## src/rtl/stage_buf.sv

```systemverilog
// stage_buf: registered valid/ready elastic buffer placed between NPC pipeline units.
// DEPTH entries of DATA_W bits, circular pointers that wrap correctly for any DEPTH,
// synchronous flush for pc redirects, asynchronous active-high reset.
// Optional build macro STAGE_BUF_BYPASS_EN: when empty, an incoming beat is presented
// downstream combinationally (0-cycle latency) and skips the storage if taken at once.
module stage_buf #(
   parameter int DATA_W = 32,
   parameter int DEPTH  = 2,
   parameter int CNT_W  = $clog2(DEPTH + 1)
) (
   input  logic              i_clk,
   input  logic              i_rst,
   input  logic              i_flush,
   input  logic              i_pre_valid,
   output logic              o_pre_ready,
   input  logic [DATA_W-1:0] i_pre_data,
   output logic              o_post_valid,
   input  logic              i_post_ready,
   output logic [DATA_W-1:0] o_post_data,
   output logic [CNT_W-1:0]  o_count,
   output logic              o_full,
   output logic              o_empty
);

   localparam int PTR_W = (DEPTH > 1) ? $clog2(DEPTH) : 1;
   localparam logic [PTR_W-1:0] PTR_LAST = PTR_W'(DEPTH - 1);
   localparam logic [CNT_W-1:0] CNT_FULL = CNT_W'(DEPTH);
   localparam logic [CNT_W-1:0] CNT_ONE  = CNT_W'(1);

   logic [DATA_W-1:0] mem [DEPTH];
   logic [PTR_W-1:0]  wr_ptr, wr_ptr_nxt;
   logic [PTR_W-1:0]  rd_ptr, rd_ptr_nxt;
   logic [CNT_W-1:0]  count, count_nxt;
   logic [DATA_W-1:0] head_q, head_nxt;
   logic              empty, full;
   logic              push, pop, pass;
   logic              wr_en, rd_en;

   // Advance a circular pointer, wrapping after the last real entry (not at 2**PTR_W).
   function automatic logic [PTR_W-1:0] ptr_inc(input logic [PTR_W-1:0] p);
      ptr_inc = (p == PTR_LAST) ? '0 : p + PTR_W'(1);
   endfunction

   assign empty       = (count == '0);
   assign full        = (count == CNT_FULL);
   assign o_empty     = empty;
   assign o_full      = full;
   assign o_count     = count;
   // Ready depends only on state, never on the downstream ready.
   assign o_pre_ready = !full;

`ifdef STAGE_BUF_BYPASS_EN
   logic byp_sel;
   assign byp_sel      = empty & i_pre_valid & !i_rst;
   assign o_post_valid = !i_flush & !i_rst & (!empty | i_pre_valid);
   assign o_post_data  = byp_sel ? i_pre_data : head_q;
`else
   assign o_post_valid = !empty;
   assign o_post_data  = head_q;
`endif

   assign push = i_pre_valid & o_pre_ready;
   assign pop  = o_post_valid & i_post_ready;

`ifdef STAGE_BUF_BYPASS_EN
   // An empty-buffer beat taken downstream in the same cycle never touches storage.
   assign pass = empty & push & pop;
`else
   assign pass = 1'b0;
`endif

   assign wr_en = push & !pass & !i_flush;
   assign rd_en = pop  & !pass & !i_flush;

   // Next pointer/occupancy/head computation; flush overrides any handshake.
   always_comb begin
      wr_ptr_nxt = wr_ptr;
      rd_ptr_nxt = rd_ptr;
      count_nxt  = count;
      head_nxt   = head_q;
      if (i_flush) begin
         wr_ptr_nxt = '0;
         rd_ptr_nxt = '0;
         count_nxt  = '0;
      end else begin
         if (wr_en) wr_ptr_nxt = ptr_inc(wr_ptr);
         if (rd_en) rd_ptr_nxt = ptr_inc(rd_ptr);
         case ({wr_en, rd_en})
            2'b10:   count_nxt = count + CNT_ONE;
            2'b01:   count_nxt = count - CNT_ONE;
            default: count_nxt = count;
         endcase
         // The incoming beat becomes the head when nothing older survives this edge;
         // otherwise the next surviving entry is already in storage and not being written.
         if (wr_en && (empty || ((count == CNT_ONE) && rd_en))) begin
            head_nxt = i_pre_data;
         end else if (rd_en) begin
            head_nxt = mem[rd_ptr_nxt];
         end
      end
   end

   // Control and head register: cleared immediately on reset.
   always_ff @(posedge i_clk or posedge i_rst) begin
      if (i_rst) begin
         wr_ptr <= '0;
         rd_ptr <= '0;
         count  <= '0;
         head_q <= '0;
      end else begin
         wr_ptr <= wr_ptr_nxt;
         rd_ptr <= rd_ptr_nxt;
         count  <= count_nxt;
         head_q <= head_nxt;
      end
   end

   // Entry storage: cleared on reset, written at the write pointer on an accepted beat.
   always_ff @(posedge i_clk or posedge i_rst) begin
      if (i_rst) begin
         for (int i = 0; i < DEPTH; i++) mem[i] <= '0;
      end else if (wr_en) begin
         mem[wr_ptr] <= i_pre_data;
      end
   end

`ifndef SYNTHESIS
   logic              stall_q;
   logic [DATA_W-1:0] stall_data_q;

   // Remember whether upstream was stalled with a beat at the previous edge.
   always_ff @(posedge i_clk or posedge i_rst) begin
      if (i_rst) begin
         stall_q      <= 1'b0;
         stall_data_q <= '0;
      end else begin
         stall_q      <= i_pre_valid & !o_pre_ready & !i_flush;
         stall_data_q <= i_pre_data;
      end
   end

   // A stalled beat must be held: valid stays high and payload stays stable.
   always @(posedge i_clk) begin
      if (!i_rst && stall_q) begin
         assert (i_pre_valid)
            else $error("stage_buf: i_pre_valid dropped without a push");
         assert (i_pre_data == stall_data_q)
            else $error("stage_buf: i_pre_data changed while stalled");
      end
   end
`endif

endmodule

```

## config.mk

```make
export PLATFORM = sky130hd
export DESIGN_NAME = stage_buf
export DESIGN_NICKNAME = d
export VERILOG_FILES = /design/src/rtl/stage_buf.sv
export SDC_FILE = /design/constraint.sdc
export NUM_CORES = 1
export LEC_CHECK = 0
export CORE_MARGIN = 4
export CORE_UTILIZATION = 53
export CTS_CLUSTER_DIAMETER = 120
export DETAILED_ROUTE_END_ITERATION = 16
export PLACE_DENSITY_LB_ADDON = 0.3
export SKIP_LAST_GASP = 1
export SYNTH_ARGS = -nofsm -noshare
export SYNTH_HDL_FRONTEND = slang
export SYNTH_SLANG_ARGS = --single-unit
```

## constraint.sdc

```tcl
create_clock -name i_clk -period 3.7 [get_ports i_clk]
set_input_delay 0.37 -clock i_clk [delete_from_list [all_inputs] [get_ports i_clk]]
set_output_delay 0.37 -clock i_clk [all_outputs]
set_load 0.1 [all_outputs]
```

[After elaboration in Yosys (flattened, before gate mapping)]
Cells that the tools add are included.
Cells by class
  add/subtract/negate cells: 4
  multipliers: 0
  div/mod/pow operators: 0
  magnitude comparators: 3
  equal/unequal tests: 4
  shift-type cells: 0
  mux-type cells: 17
  bitwise logic cells: 7
  reduce and logical (&&, ||, !) cells: 12
Operator list (count)
  two-way mux 32 bit: 6
  bitwise mux 64 bit: 1
  demux 32 bit (select 1 bit): 1
  two-way mux 1 bit: 7
  AND 1 bit: 4
  == test 2 x 1 -> 1 bit (second input constant): 2
  == test 2 bit (second input constant): 2
  greater-or-equal comparator 2 bit (second input constant): 2
  inverter 1 -> 2 bit: 2
  one-hot mux 2 bit (2 select lines): 1
  nonzero test 2 bit: 2
  logical AND 1 bit: 3
  zero test 1 bit: 3
  nonzero test 3 bit: 1
  adder 1 bit (second input constant): 2
  adder 2 x 1 -> 2 bit (second input constant): 1
  zero test 2 bit: 1
  less-than comparator 2 x 1 -> 1 bit (second input constant): 1
  two-way mux 2 bit: 1
  AND reduction 2 bit: 1
  subtractor 2 x 1 -> 2 bit (second input constant): 1
  logical OR 1 bit: 1
  inverter 1 bit: 1
Storage, ports and cells
  register bits after elaboration: 100
  latch bits: 0
  bits in writable memories: 0
  ROM bits: 0
  bits of input ports: 37
  output and inout bits: 38
  logic and storage cells: 53
  memories: 0

[Logic depth before layout (Yosys ltp)]
  depth after elaboration: 12
  gate-level depth with buffers: 8
  mapped depth without buffers: 6

[Worst setup path after synthesis]
No wires, ideal clock.
  path kind: register -> register
  start point: register count[0], in the netlist o_count[0]
  end point: register mem[0] (netlist name)
  setup time: 125 ps
  arrival time: 2982 ps
  required time: 3575 ps
  path slack: 593 ps
  cell stages (with the launch flop): 8
  path buffers: 2
  clock period less this slack: 3107 ps
  cell sequence: dfrtp_1 > inv_1 > ha_1 > nand2b_1 > buf_4 > nor3b_4 > buf_6 > mux2_2
On the way
  word-level cells in the longest chain between the ends: 4
RTL lines
  start: declaration: RTL line 33  | logic [CNT_W-1:0] count, count_nxt;
  start signal: assignment: RTL line 113  | count <= count_nxt;
  == test 2 bit: RTL line 45  | assign full = (count == CNT_FULL);
  via o_full: RTL line 21  | output logic o_full,
  zero test 1 bit: RTL line 50  | assign o_pre_ready = !full;
  AND 1 bit: RTL line 62  | assign push = i_pre_valid & o_pre_ready;
  AND 1 bit: RTL line 72  | assign wr_en = push & !pass & !i_flush;
  end signal: indexed assignment: RTL line 123  | mem[wr_ptr] <= i_pre_data;
  end: declaration: RTL line 30  | logic [DATA_W-1:0] mem [DEPTH];
The timed path passes the listed nets, and every way through them passes these cells.
A chain may end at the register's enable or synchronous reset.

[Final worst setup path]
  start point: register count[0], in the netlist o_count[0]
  end point: output o_post_valid
On the way
  word-level cells in the longest chain between the ends: 2
RTL lines
  zero test 2 bit: RTL line 44  | assign empty = (count == '0);
  zero test 1 bit: RTL line 58  | assign o_post_valid = !empty;
  end: declaration: RTL line 17  | output logic o_post_valid,
Every way passes these cells.

==> reports/results.ini <==
[yosys]
synth.most_common_cell=dfrtp_1
synth_common_cells=dfrtp_1, mux2_2, nor2_1
ys_warn_count=0
synthTopCellsByArea=dfrtp_1, mux2_2, mux2i_1
yosysSeqAreaShare_pct=55.77
syn_area_per_cell_um2=11.90
syn_inst=377
synthArstFlopShare_pct=100.0
ys.flop_type=dfrtp_1
synth_area_leader_cell=dfrtp_1
synth_edf_count=0
synth.distinct_cells=27
ys_seq_elements=100
synth_top_area_share_pct=55.77
syn_nets=417
syn_area_mm2=0.004487

[timing]
fin_crit_sh_pct=73.62
maxSlewHeadroom_pct=27.63
finalHoldViolCount=0
rsz0062_at_grt=no
drv_slew=0
setup-tns-final_ps=0
finalCriticalPeriod_ps=2724
finClkSkew_ps=9.463
clock.fmax_ghz=0.3671
finalSetupViolCount=0
worst_slew_pin_slew_ps=1086

[worst_setup_path]
cp_slowest_cell=clkdlybuf4s50_1
criticalPathCategory=reg -> out
r2r-start=o_count[0]
cp_max_fo=5
cp_slowest_stage_delay_ps=1120
rrSetupSlack_ps=1310
r2r_end=o_post_data[15]
cp_data_required_time_ps=3330
end_kind=primary output
cp_data_arrival_time_ps=2350
crit_top_cell=inv_1
r2r_cells=7
crit_end=o_post_valid
critPathLaunchType=flip-flop
crit_chain=inv_1 -> ha_1 -> inv_1 -> clkdlybuf4s50_1
crit_start=o_count[0]

[drt]
vias=3049
drtAntennaViolNets=0
drc=0
drt-pass1-iter-count=4
wl_per_cell_um=16.07
viasPerCell=5.504
drt-total-wl_um=8905
drt_iter0_drc=152

[final_layout]
drive_above_1_share_pct=18.93
n_antenna_cell=0
n_fill_cell=633
regArea_mm2=0.002504
nNetsFinal=484
multiInputGateArea_mm2=0.001793
area_growth_pct=21.36

[cts]
clkLatencyLatePin_ps=370
path_clk_slew_ps=90
clockBufferDepth=2
cts_tree=built
ctsResizeCount=0
cts_max_level=3
holdBufCountCts=0
root_buffer=clkbuf_8
cts_buffers=9
cts_sinks=100
postCtsSetupBuffers=0

[hold_path]
min-delay-path-class=reg -> reg

[global_route]
grt_pass1_vias=3094
grt_overflow=0
grt_max_degree=72
grt_pass1_wl_um=14990
grt.total_usage_pct=19.06
antenna_found_initial=0

[floorplanning]
initial_core_util_pct=54.61
dieWidth_um=100.0
die_y_um=100.0
io_pins=75
row_count=33
die-area_mm2=0.01000
core_mm2=0.008217

[placed_design]
dp_hpwl_um=5677
port_buffers=74
place.gp.congestion=0.7673

[status]
outcome=complete, no violations

[flow_run]
maxCapViolCount=0

[worst min-delay path by stage]
stage	startpoint	to	depth (start not counted)
detailed placement	mem[20]	mem[20]	1
finish	mem[20]	mem[20]	1
floorplan	mem[19]	mem[19]	1
global route	mem[20]	mem[20]	1
CTS	mem[20]	mem[20]	1
global placement	mem[5]	mem[5]	1
[sequential cells by signal, summed over array words and instances (netlist names)]
signal / cells
wr_ptr: 1
mem: 64
o_post_data: 32
o_count: 2
rd_ptr: 1
[critical path, delay by kind of cell, from the launching register on]
kind | cells | cell delay, ps
fa+ha+maj | 1 | 270
flops | 1 | 430
buf+inv | 3 | 1280
[cells in the final DEF (no fill, tap or decap), types with 7 or more instances in the layout]
master           count
buf_4                7
mux2i_1             32
clkdlybuf4s50_1     74
clkbuf_8            10
o21ai_1             28
nand2_1             33
mux2_1               8
mux2_2              56
dfrtp_1             99
nor2_1              36
a21oi_1             33
[layout make-up]
cell class	count	area share (%)
clock buffer	11	2.597
inverter	5	0.3906
sequential	100	45.98
tap	105	2.413
clock inverter	5	1.126
multi-input combinational	247	32.93
timing repair buffer	81	14.57
[cell families after synthesis]
logic type / after synthesis / share of synthesized area, %
compound gates: 66 / 7.390
xor+xnor: 3 / 0.5857
fa+ha+maj: 3 / 0.8367
buf+inv: 30 / 4.267
flops: 100 / 55.77
mux: 96 / 23.20
simple gates: 79 / 7.948
[layer usage]
metal	track usage, %	wire length (µm)	part of all wire [%]	up-vias
met5	0	0	0	-
met3	4.378	510	5.7	14
li1	-	-	-	1419
met2	30.27	4189	47	86
met4	7.150	148	1.7	0
met1	25.76	4055	46	1530
[per-stage QoR]
step	utilization, %	setup WS, ps	instance area, µm²	hold slack (ps)	instances
3_3_place_gp	63.80	1013	5243	466.7	538
6_report	66.27	976.0	5445	492.9	554
5_1_grt	66.27	857.6	5445	519.3	554
2_1_floorplan	-	593.1	4487	457.4	377
3_5_place_dp	63.80	918.5	5243	474.2	538
4_1_cts	66.27	949.0	5445	497.5	554
Power is not shown: default switching activity piles up to over one toggle a cycle in this logic, so the estimate is an artifact.
